## src/rtl/dram_rd_pipe.sv

```systemverilog
// Read-latency pipeline: RD_LAT stages of valid+data. The output stage only
// loads on a valid beat, so out_data holds the last beat between bursts.
// empty means no beat is queued behind the output stage.
module dram_rd_pipe #(
  parameter int DATA_W = 512,
  parameter int RD_LAT = 4
) (
  input  logic              clk,
  input  logic              rst_n,
  input  logic              in_valid,
  input  logic [DATA_W-1:0] in_data,
  output logic              out_valid,
  output logic [DATA_W-1:0] out_data,
  output logic              empty
);

  logic [RD_LAT-1:0] vld;
  logic [DATA_W-1:0] dat [RD_LAT];

  // Shift valids every cycle; move data only along with a valid beat.
  always_ff @(posedge clk or negedge rst_n) begin
    if (!rst_n) begin
      vld <= '0;
      for (int k = 0; k < RD_LAT; k++) dat[k] <= '0;
    end else begin
      vld[0] <= in_valid;
      if (in_valid) dat[0] <= in_data;
      for (int k = 1; k < RD_LAT; k++) begin
        vld[k] <= vld[k-1];
        if (vld[k-1]) dat[k] <= dat[k-1];
      end
    end
  end

  // No beat pending in any stage before the output stage.
  always_comb begin
    empty = 1'b1;
    for (int k = 0; k < RD_LAT - 1; k++) begin
      if (vld[k]) empty = 1'b0;
    end
  end

  assign out_valid = vld[RD_LAT-1];
  assign out_data  = dat[RD_LAT-1];

endmodule

```

## config.mk

```make
export PLATFORM = sky130hd
export DESIGN_NAME = dram_rd_pipe
export DESIGN_NICKNAME = d
export VERILOG_FILES = /design/src/rtl/dram_rd_pipe.sv
export SDC_FILE = /design/constraint.sdc
export NUM_CORES = 2
export LEC_CHECK = 0
export ABC_CLOCK_PERIOD_IN_PS = 2100
export BUFFER_PORTS_ARGS = -buffer_cell sky130_fd_sc_hd__buf_2
export CAP_MARGIN = 0
export CORE_AREA = 5 5 401 403
export CTS_CLUSTER_SIZE = 30
export DETAILED_ROUTE_END_ITERATION = 6
export DIE_AREA = 0 0 406 408
export PLACE_DENSITY = 0.72
export SLEW_MARGIN = 20
export SYNTH_ARGS = -nofsm -noshare
export SYNTH_HDL_FRONTEND = slang
export SYNTH_SLANG_ARGS = --single-unit
```

## constraint.sdc

```tcl
create_clock -name clk -period 2.1 [get_ports clk]
set_input_delay 0.525 -clock clk [delete_from_list [all_inputs] [get_ports clk]]
set_output_delay 0.525 -clock clk [all_outputs]
set_load 0.01 [all_outputs]
```

==> flow_metrics.env <==
export IMPL_final_net_count=6534
export IMPL_area_growth_pct=19.8
export IMPL_gp_congestion=0.824
export IMPL_critPathMaxFanout=2
export IMPL_period_needed_ps=2340
export IMPL_cts_root_buffer="clkbuf_16"
export IMPL_irDropWorstVdd_mv=0.774
export IMPL_ys_types=6
export IMPL_syn_cell_area_mm2=0.0807
export IMPL_yosys_warnings=0
export IMPL_fp_row_count=146
export IMPL_grt_max_degree=104
export IMPL_post_route_drc_count=0
export IMPL_reg2reg_depth=4
export IMPL_holdPathStages=2
export IMPL_syn_area_per_cell_um2=16.7
export IMPL_wl_per_cell_um=22.9
export IMPL_violations="setup timing"
export IMPL_crit_type="register to output port"
export IMPL_dpl_cell_area_mm2=0.0846
export IMPL_cp_end_kind="output port"
export IMPL_dieHeight_um=408
export IMPL_design_area_mm2=0.0967
export IMPL_p_per_area_mw_per_mm2=1060
export IMPL_rsz0062_at_grt="true"
export IMPL_clkSinkCount=2052
export IMPL_finalPower_mw=103
export IMPL_ctsHtreeMaxLevel=4
export IMPL_core_area_mm2=0.157
export IMPL_final_setup_tns_ps=-238
export IMPL_holdCritPathClass="input pin to register"
export IMPL_n_fill_cell=11197
export IMPL_fmax_mhz=428
export IMPL_syn_num_nets=5356
export IMPL_vias=43064
export IMPL_numCtsBuffers=203
export IMPL_ioPinCount=1029
export IMPL_arrival_ps=1810
export IMPL_ant_nets=0
export IMPL_routed_via_density=5.20
export IMPL_grt_pass1_vias=47096
export IMPL_setup_viol_count_final=1
export IMPL_min_period_over_period=1.11
export IMPL_grt_first_pass_wirelength_um=292000
export IMPL_drt_wl_total_um=190000
export IMPL_leakage_nw=43.1
export IMPL_cp_start_kind="register"
export IMPL_place_hpwl_um=130000
export IMPL_grt_use_total=0.230
export IMPL_cts_clk_slew_worst_paths_ps=60
export IMPL_synth_seq_cells=2052
export IMPL_dr_pass1_iters=5
export IMPL_relSlewSlack=0.540
export IMPL_worst_slack_ps=-238
export IMPL_status="complete, but fails checks"
export IMPL_drv_cap=0
export IMPL_critPathRequiredTime_ps=1570
export IMPL_fin_worst_skew_ps=61.0
export IMPL_drive_gt1_frac=0.578
export IMPL_maxSlewViolCount=0
export IMPL_syn_instance_count=4841
export IMPL_drt_initial_drc_count=2290
export IMPL_tightestPinTransition_ps=691
export IMPL_finalHoldViolCount=0
export IMPL_cts_buffer_depth=3
export IMPL_cts_tree="done"
export IMPL_initial_utilization=0.514
export IMPL_dieArea_mm2=0.166
export IMPL_clkLatencyLatePin_ps=810
export IMPL_grt_antenna_before_repair=45
export IMPL_ys_seq_area_frac=0.636
export IMPL_portBuffers=1028
export IMPL_die_w_um=406
export IMPL_gr_total_overflow=0
-- Yosys cell counts --
cell | number | area, um2
dfrtp_1 | 2052 | 51300
buf_4 | 512 | 3840
buf_2 | 15 | 75.1
buf_6 | 213 | 2400
mux2_2 | 2048 | 23100
nor3_1 | 1 | 5.00
-- flip-flops by register name, indices dropped and copies added, names as in the netlist --
signal / cells
dat: 1536
vld: 4
out_data: 512
-- logic make-up after synthesis --
kind of cell           Yosys count  share of synthesized area
multiplexers                  2048                      0.286
AND/OR/NAND/NOR                  1                  0.0000619
flip-flops                    2052                      0.636
buffers and inverters          740                     0.0782
-- worst max-delay path, cell delays in order, from the launching register on --
cell	delay, ps
dfrtp_4	490
nor3_4	340
buf_2	200
-- cells in the final DEF, fill, tap and decap left out, drive strengths merged --
cell         netlist  layout
dlygate4sd3        0     509
mux2            2048    2048
clkinv             0      38
inv                0       6
buf              740    1204
diode              0      32
clkinvlp           0       3
dfrtp           2052    2052
clkbuf             0     310
bufinv             0      14
nor3               1       1
-- final cells by class --
| type | instances | area, um2 | share of cell area |
|---|---|---|---|
| clock inverters | 61 | 922 | 0.00953 |
| diodes | 32 | 80.1 | 0.000828 |
| clock buffers | 310 | 6040 | 0.0625 |
| well taps | 2072 | 2590 | 0.0268 |
| flip-flops and latches | 2052 | 51400 | 0.531 |
| repair buffers | 1713 | 12700 | 0.131 |
| multi-input cells | 2049 | 23100 | 0.239 |
-- final timing paths --
check                           slack [ps]         start             to
worst max register to register         270        vld[0]      dat[1105]
worst min register to register         450     dat[1717]      dat[1205]
max in group asynchronous              770         rst_n      dat[1845]
min in group asynchronous              280         rst_n  out_data[135]
worst min-delay path                    90  in_data[436]      dat[1972]
worst max-delay path                  -240        vld[1]          empty
-- stage by stage --
step,hold slack (ps),setup WS [ps],cells,utilization
3_3_place_gp,480,81.1,7374,0.538
2_1_floorplan,229,487,4841,-
6_report,87.9,-238,8289,0.616
5_1_grt,23.9,-327,8282,0.616
3_5_place_dp,487,57.0,7374,0.538
4_1_cts,1.95,-318,8257,0.615
-- timing repair --
item	4_1_cts	5_1_grt
gates resized for setup	2	0
gates cloned	0	0
hold endpoints to repair	824	0
buffers inserted	3	0
hold buffers	509	0
endpoints found under the setup margin	1	1
pin swaps	1	1
-- report_power, final --
part           leakage [nW]  switching (mW)  internal [mW]  total [mW]
Sequential             24.1            3.84           46.4        50.2
Combinational          15.6            7.28           8.50        15.8
Clock                  3.41            15.3           21.6        37.0
Total                  43.1            26.5           76.5         103
-- routing by layer --
layer | GRT usage | wire length [um] | vias to the layer above
met4 | 0.0989 | 9050 | 26
met2 | 0.370 | 91000 | 1165
met3 | 0.0611 | 12300 | 392
li1 | - | - | 18798
met1 | 0.295 | 77300 | 22683
met5 | 0 | 178 | -
Power figures use the tool's default switching activity.
